[src/rtl/gpu_warp_convergence_unit_if.sv]
// Decode/execute-side bundle for the warp convergence unit: barrier events in,
// active-mask and release/error status out.
interface gpu_warp_convergence_unit_if #(
  parameter int NUM_THREADS  = 32,
  parameter int NUM_BARRIERS = 8,
  parameter int BID_W        = 3
);
  logic                    add_valid;
  logic [BID_W-1:0]        add_id;
  logic [NUM_THREADS-1:0]  add_mask;
  logic                    arrive_valid;
  logic [BID_W-1:0]        arrive_id;
  logic [NUM_THREADS-1:0]  arrive_mask;
  logic                    exit_valid;
  logic [NUM_THREADS-1:0]  exit_mask;
  logic [NUM_THREADS-1:0]  active_mask;
  logic                    release_valid;
  logic [BID_W-1:0]        release_id;
  logic [NUM_THREADS-1:0]  release_mask;
  logic [NUM_BARRIERS-1:0] barrier_busy;
  logic                    err;

  modport master (
    output add_valid, add_id, add_mask,
    output arrive_valid, arrive_id, arrive_mask,
    output exit_valid, exit_mask,
    input  active_mask, release_valid, release_id, release_mask,
    input  barrier_busy, err
  );

  modport slave (
    input  add_valid, add_id, add_mask,
    input  arrive_valid, arrive_id, arrive_mask,
    input  exit_valid, exit_mask,
    output active_mask, release_valid, release_id, release_mask,
    output barrier_busy, err
  );
endinterface

[src/rtl/gpu_warp_convergence_unit.sv]
// Convergence-barrier tracker for one SIMT warp: per-barrier participation and
// arrival masks, active-mask bookkeeping, and a lowest-index-first release arbiter.
module gpu_warp_convergence_unit #(
  parameter int NUM_THREADS  = 32,
  parameter int NUM_BARRIERS = 8,
  parameter int BID_W        = 3
) (
  input logic                     clk,
  input logic                     rst,
  gpu_warp_convergence_unit_if.slave bus
);
  localparam int NT = NUM_THREADS;
  localparam int NB = NUM_BARRIERS;

  typedef enum logic [1:0] {IDLE = 2'd0, COLLECT = 2'd1, DONE = 2'd2} bar_state_t;

  logic [NT-1:0] active_reg, exited_reg;
  logic [NT-1:0] exit_eff, active_x, exited_next, rel_mask, legal_all;
  logic [NB-1:0] add_hit, arr_hit, done_vec, grant, bar_err, busy_vec;
  logic [NB-1:0][NT-1:0] arr_legal, rel_part;
  logic [BID_W-1:0] rel_id;
  logic oor;

  logic          rel_valid_reg;
  logic [BID_W-1:0] rel_id_reg;
  logic [NT-1:0] rel_mask_reg;
  logic          err_reg;

  assign exit_eff    = bus.exit_valid ? bus.exit_mask : '0;
  assign active_x    = active_reg & ~exit_eff;
  assign exited_next = exited_reg | exit_eff;
  // Isolate the lowest DONE barrier.
  assign grant       = done_vec & (~done_vec + NB'(1));

  genvar gi;
  generate
    for (gi = 0; gi < NB; gi++) begin : g_bar
      bar_state_t    state_reg;
      logic [NT-1:0] part_reg, arr_reg, part_x, arr_x, part_a, arr_a;
      logic          can_add, can_arr, complete;

      assign add_hit[gi] = bus.add_valid && (bus.add_id == BID_W'(gi));
      assign arr_hit[gi] = bus.arrive_valid && (bus.arrive_id == BID_W'(gi));

      // Event ordering inside one barrier: exit, then add, then arrive.
      assign part_x  = part_reg & ~exit_eff;
      assign arr_x   = arr_reg & ~exit_eff;
      assign can_add = add_hit[gi] && (state_reg != DONE);
      assign part_a  = can_add ? (part_x | bus.add_mask) : part_x;
      assign can_arr = arr_hit[gi] &&
                       ((state_reg == COLLECT) || ((state_reg == IDLE) && can_add));
      assign arr_legal[gi] = can_arr ? (bus.arrive_mask & part_a & active_x) : '0;
      assign arr_a    = arr_x | arr_legal[gi];
      assign complete = (part_a != '0) && (arr_a == part_a);

      assign bar_err[gi] = (add_hit[gi] && (state_reg == DONE)) ||
                           (arr_hit[gi] && !can_arr) ||
                           (can_arr && ((bus.arrive_mask & ~arr_legal[gi]) != '0));

      assign done_vec[gi] = (state_reg == DONE);
      assign busy_vec[gi] = (state_reg != IDLE);
      assign rel_part[gi] = grant[gi] ? part_x : '0;

      always_ff @(posedge clk) begin
        if (rst) begin
          state_reg <= IDLE;
          part_reg  <= '0;
          arr_reg   <= '0;
        end else begin
          case (state_reg)
            IDLE: begin
              part_reg <= part_a;
              arr_reg  <= arr_a;
              if (can_add) state_reg <= complete ? DONE : COLLECT;
            end
            COLLECT: begin
              part_reg <= part_a;
              arr_reg  <= arr_a;
              // Every participant exited: abandon without a release.
              if ((part_a == '0) && ((part_reg & exit_eff) != '0)) state_reg <= IDLE;
              else if (complete) state_reg <= DONE;
            end
            DONE: begin
              if (grant[gi]) begin
                state_reg <= IDLE;
                part_reg  <= '0;
                arr_reg   <= '0;
              end else begin
                part_reg <= part_x;
                arr_reg  <= arr_x;
              end
            end
            default: begin
              state_reg <= IDLE;
              part_reg  <= '0;
              arr_reg   <= '0;
            end
          endcase
        end
      end
    end
  endgenerate

  always_comb begin
    legal_all = '0;
    rel_mask  = '0;
    rel_id    = '0;
    for (int i = 0; i < NB; i++) begin
      legal_all = legal_all | arr_legal[i];
      rel_mask  = rel_mask | rel_part[i];
    end
    for (int i = NB - 1; i >= 0; i--) begin
      if (done_vec[i]) rel_id = BID_W'(i);
    end
    rel_mask = rel_mask & ~exited_next;
  end

  assign oor = (bus.add_valid && (add_hit == '0)) ||
               (bus.arrive_valid && (arr_hit == '0));

  always_ff @(posedge clk) begin
    if (rst) begin
      active_reg    <= '1;
      exited_reg    <= '0;
      rel_valid_reg <= 1'b0;
      rel_id_reg    <= '0;
      rel_mask_reg  <= '0;
      err_reg       <= 1'b0;
    end else begin
      active_reg    <= ((active_x & ~legal_all) | rel_mask) & ~exited_next;
      exited_reg    <= exited_next;
      rel_valid_reg <= (done_vec != '0);
      rel_id_reg    <= rel_id;
      rel_mask_reg  <= rel_mask;
      err_reg       <= (bar_err != '0) || oor;
    end
  end

  assign bus.active_mask   = active_reg;
  assign bus.release_valid = rel_valid_reg;
  assign bus.release_id    = rel_id_reg;
  assign bus.release_mask  = rel_mask_reg;
  assign bus.barrier_busy  = busy_vec;
  assign bus.err           = err_reg;
endmodule

[src/flat_wrapper.sv]
// flat-port wrapper written by rule: the top's interface ports become plain ports
module gpu_warp_convergence_unit_flat 
#(
  parameter int NUM_THREADS  = 32,
  parameter int NUM_BARRIERS = 8,
  parameter int BID_W        = 3
)
  (clk, rst, bus_add_valid, bus_add_id, bus_add_mask, bus_arrive_valid, bus_arrive_id, bus_arrive_mask, bus_exit_valid, bus_exit_mask, bus_active_mask, bus_release_valid, bus_release_id, bus_release_mask, bus_barrier_busy, bus_err);
  gpu_warp_convergence_unit_if #(.NUM_THREADS(NUM_THREADS), .NUM_BARRIERS(NUM_BARRIERS), .BID_W(BID_W)) bus_i ();
  input logic clk;
  input logic rst;
  input wire logic [$bits(bus_i.add_valid)-1:0] bus_add_valid;
  input wire logic [$bits(bus_i.add_id)-1:0] bus_add_id;
  input wire logic [$bits(bus_i.add_mask)-1:0] bus_add_mask;
  input wire logic [$bits(bus_i.arrive_valid)-1:0] bus_arrive_valid;
  input wire logic [$bits(bus_i.arrive_id)-1:0] bus_arrive_id;
  input wire logic [$bits(bus_i.arrive_mask)-1:0] bus_arrive_mask;
  input wire logic [$bits(bus_i.exit_valid)-1:0] bus_exit_valid;
  input wire logic [$bits(bus_i.exit_mask)-1:0] bus_exit_mask;
  output wire logic [$bits(bus_i.active_mask)-1:0] bus_active_mask;
  output wire logic [$bits(bus_i.release_valid)-1:0] bus_release_valid;
  output wire logic [$bits(bus_i.release_id)-1:0] bus_release_id;
  output wire logic [$bits(bus_i.release_mask)-1:0] bus_release_mask;
  output wire logic [$bits(bus_i.barrier_busy)-1:0] bus_barrier_busy;
  output wire logic [$bits(bus_i.err)-1:0] bus_err;
  assign bus_i.add_valid = bus_add_valid;
  assign bus_i.add_id = bus_add_id;
  assign bus_i.add_mask = bus_add_mask;
  assign bus_i.arrive_valid = bus_arrive_valid;
  assign bus_i.arrive_id = bus_arrive_id;
  assign bus_i.arrive_mask = bus_arrive_mask;
  assign bus_i.exit_valid = bus_exit_valid;
  assign bus_i.exit_mask = bus_exit_mask;
  assign bus_active_mask = bus_i.active_mask;
  assign bus_release_valid = bus_i.release_valid;
  assign bus_release_id = bus_i.release_id;
  assign bus_release_mask = bus_i.release_mask;
  assign bus_barrier_busy = bus_i.barrier_busy;
  assign bus_err = bus_i.err;
  gpu_warp_convergence_unit #(.NUM_THREADS(NUM_THREADS), .NUM_BARRIERS(NUM_BARRIERS), .BID_W(BID_W)) u_core (.clk(clk), .rst(rst), .bus(bus_i));
endmodule
[config.mk]
export PLATFORM = sky130hd
export DESIGN_NAME = gpu_warp_convergence_unit_flat
export DESIGN_NICKNAME = d
export VERILOG_FILES = /design/src/rtl/gpu_warp_convergence_unit_if.sv /design/src/rtl/gpu_warp_convergence_unit.sv /design/src/flat_wrapper.sv
export SDC_FILE = /design/constraint.sdc
export NUM_CORES = 2
export LEC_CHECK = 0
export ABC_AREA = 1
export BUFFER_PORTS_ARGS = -buffer_cell sky130_fd_sc_hd__clkbuf_2
export CORE_MARGIN = 4
export CORE_UTILIZATION = 35
export CTS_CLUSTER_DIAMETER = 100
export CTS_CLUSTER_SIZE = 20
export DETAILED_ROUTE_END_ITERATION = 10
export HOLD_SLACK_MARGIN = 0.08
export PLACE_DENSITY = 0.47
export SLEW_MARGIN = 20
export SYNTH_ARGS = -nofsm -noshare
export SYNTH_HDL_FRONTEND = slang
export SYNTH_SLANG_ARGS = --single-unit
[constraint.sdc]
create_clock -name clk -period 3.8 [get_ports clk]
set_clock_uncertainty 0.15 [all_clocks]
set_input_delay 0.95 -clock clk [delete_from_list [all_inputs] [get_ports clk]]
set_output_delay 0.95 -clock clk [all_outputs]
set_load 0.05 [all_outputs]
==> summary.md <==
| Metric | Value |
|---|---|
| Unrepaired setup endpoints after global routing | `false` |
| Synth cell types | `52` |
| Post-Synth Adder-Cell Area | `0%` |
| Total grt overflow | `0` |
| Vias in the first global route | `53,380` |
| Number of fill cells in the layout | `12,470` |
| Initial antenna violation count | `32` |
| Routed wire length per instance | `32.00 um` |
| Tightest Pin Transition | `1.315 ns` |
| Clk sinks | `629` |
| Critical Path Source Type | `flip-flop` |
| Buffers added on ports | `183` |
| Critical path startpoint | `u_core.g_bar[4].state_reg[1]` |
| RR Startpoint | `u_core.g_bar[4].state_reg[0]` |
| Worst slew margin | `11.38%` |
| Compound-cell area share of the yosys netlist | `17.81%` |
| Largest family of logic cells by synthesized area | `simple AND/OR/NAND/NOR gates` |
| Routability cong. | `1.118` |
| Total vias in the final route | `58,550` |
| Reg clk slew, reported paths | `0.09 ns` |
| Hold_ws | `0.2803 ns` |
| Post-CTS setup-driven buffer insertion count | `0` |
| DRT Pass-1 Iters | `7` |
| Drt initial violations | `9,445` |
| Simple-Gate Fraction of Synth Area | `41.27%` |
| Hold Crit Class | `flip-flop to flip-flop` |
| Multiplexer share of the synthesized area | `0%` |
| Yosys reg bits | `629` |
| Fin nets | `8,316` |
| Worst R2R Path Depth | `18` |
| DP Area | `0.05470 sq mm` |
| Final antenna-violating net count | `0` |
| P&R area growth vs syn | `36.77%` |
| TritonCTS clock tree | `yes` |
| Met2 wire length | `124,500 um` |
| Crit Path Max Fanout | `34` |
| Clk buf depth | `3` |
| Power Density | `289.2 mW/mm^2` |
| Max cap viols | `0` |
| Worst setup path class | `flip-flop to output port` |
| VDD IR max | `0.3479 mV` |
| Synth Area in XOR/XNOR | `0.04263%` |
| # DRC | `0` |
| Die Wd | `350.6 um` |
| First-pass GRT wire length | `422,200 um` |
| Mapped Cells | `6,954` |
| Skew-Pair Late Insertion Delay | `0.71 ns` |
| Reg-to-reg slack, setup | `0.08 ns` |
| Max Fclk | `0.2650 GHz` |
| Die H | `350.6 um` |
| CTS root buffer | `clkbuf_16` |
| H-Tree Depth | `2` |
| M1 WL | `116,500 um` |
| Hold-fix buffers, CTS | `0` |
| Io pins | `184` |
| Status | `complete, no violations` |
| Cells on Worst Hold Path | `1` |
| Worst EP required | `2.70 ns` |
| Die ar. | `0.1229 sq mm` |
| Hold Vio Cnt, Final | `0` |
| WP data arrival | `2.67 ns` |
| Avg Inst Size Synth | `5.908 sq um` |
| # setup viols final | `0` |
| Initial Utilization | `35.31%` |
| Vias/cell | `5.984` |
| Number of gates resized after cts | `0` |
| Post-route clock period utilization | `99.32%` |
| Layout cells sized above 1 | `21.81%` |
| Site Rows | `125` |
| Wire length on met3 | `41,900 um` |
| GRT Total Usage | `49.20%` |
| Sequential fraction of the synthesis area | `30.65%` |
| Highest metal used | `met5` |
| Slew Viols, Final | `0` |
| Design area | `0.05619 sq mm` |
| Post-layout minimum cycle time | `3.774 ns` |
| Worst setup EP type | `output port` |
| Leakage power | `27.47 nW` |
| Core area | `0.1164 sq mm` |
| Min-Delay Startpoint | `u_core.exited_reg[31]` |
| Yosys warnings | `0` |
| HPWL after DPL | `250,700 um` |
| CTS buffer count | `44` |
| Final WL | `313,100 um` |
| Post-synth net total | `7,061` |
| Largest net degree at the start of global routing | `68` |
| Post-Syn Area | `0.04109 sq mm` |
## kinds of logic (layout without fill, tap and decap cells)
logic type,count (synthesis),count (layout)
buffers and inverters,1061,2341
XOR/XNOR,2,2
AND/OR/NAND/NOR,4078,4078
other,0,27
AO/OA/AOI/OAI,1184,1184
flip-flops,629,629
## per-stage QoR
stage	setup TNS [ns]	setup WS, ns	cells	util [%]	power (mW)
6_report	0	0.02580	9785	48.29	16.25
3_3_place_gp	-4.144	-0.4645	9687	47.01	10.62
4_1_cts	0	0.1426	9758	48.23	16.04
3_5_place_dp	-4.373	-0.5108	9687	47.01	10.61
5_1_grt	0	0.04049	9769	48.26	16.50
2_1_floorplan	0	0.8273	6954	-	8.402
## cells in the mapped netlist, drive strengths merged
master,number,area share (%)
a2111oi,5,0.11
a211oi,38,0.69
a21boi,6,0.11
a21oi,427,5.2
a221oi,134,2.9
a22o,12,0.26
a22oi,42,0.77
a31oi,40,0.61
a32o,3,0.073
and3,3,0.046
buf,156,2.0
clkbuf,243,2.2
clkinv,16,0.15
dfxtp,629,31
inv,646,5.9
nand2,2276,21
nand3,705,8.6
nand3b,7,0.13
nand4,167,2.5
nor2,824,7.7
nor2b,1,0.015
nor3,51,0.65
nor3b,17,0.31
nor4,9,0.14
o2111a,2,0.055
o2111ai,53,1.1
o211ai,14,0.26
o21ai,321,3.9
o21bai,8,0.19
o221ai,32,0.68
o22a,1,0.021
o22ai,21,0.32
o311ai,22,0.47
o41ai,3,0.064
or2,18,0.27
xor2,2,0.043
## where the power goes
group	switching, mW	total, mW	internal [mW]
Sequential	0.0986	6.81	6.71
Combinational	2.68	3.87	1.19
Clock	3.13	5.57	2.44
Total	5.91	16.3	10.3
## final timing paths
check,to
worst max register to register,u_core.g_bar[4].state_reg[1]
worst max-delay path,bus_barrier_busy[4]
worst min register to register,u_core.bus.release_mask[31]
worst min-delay path,u_core.bus.release_mask[31]
## worst max-delay path, stage by stage, from the launching register on
cell and delay, ns:
dfxtp_2 0.44, buf_4 0.74, nor2_1 0.29, inv_1 0.19
clkbuf_2 0.30
## cell type report
class	instances	area (sq um)	area share, %
multi-input combinational	5264	24480	43.56
timing repair buffer	1608	13230	23.54
sequential	629	12600	22.42
inverter	662	2489	4.429
tap	1524	1907	3.393
clock buffer	51	1189	2.115
clock inverter	20	237.7	0.4231
antenna	27	67.56	0.1202
## metal layers
metal | track usage (%) | vias up
li1 | - | 25630
met1 | 60.61 | 27290
met2 | 70.30 | 4536
met3 | 16.59 | 1083
met4 | 37.91 | 14
met5 | 0 | -
## cells in the final DEF (no fill, tap or decap), types with 14 or more instances in the layout
cell type,Yosys,final
clkinv_1,16,15
nor2_4,6,17
buf_4,11,1297
o21ai_1,134,129
nor2_1,810,798
o21ai_0,183,182
diode_2,0,27
a221oi_1,134,134
o22ai_1,21,21
a22oi_1,42,42
dfxtp_1,629,625
nand4_1,167,167
o2111ai_1,53,53
o221ai_1,32,32
inv_1,620,615
buf_12,0,128
inv_2,26,30
nand3_1,703,701
o211ai_1,14,14
nand2_1,2265,2260
clkbuf_2,1,181
a211oi_1,38,38
nor3b_1,17,17
nand2_2,10,14
a21oi_1,427,427
nor3_1,49,49
o311ai_0,22,22
clkbuf_16,0,45
or2_2,17,17
a31oi_1,40,40
(Power assumes the default switching activity.)
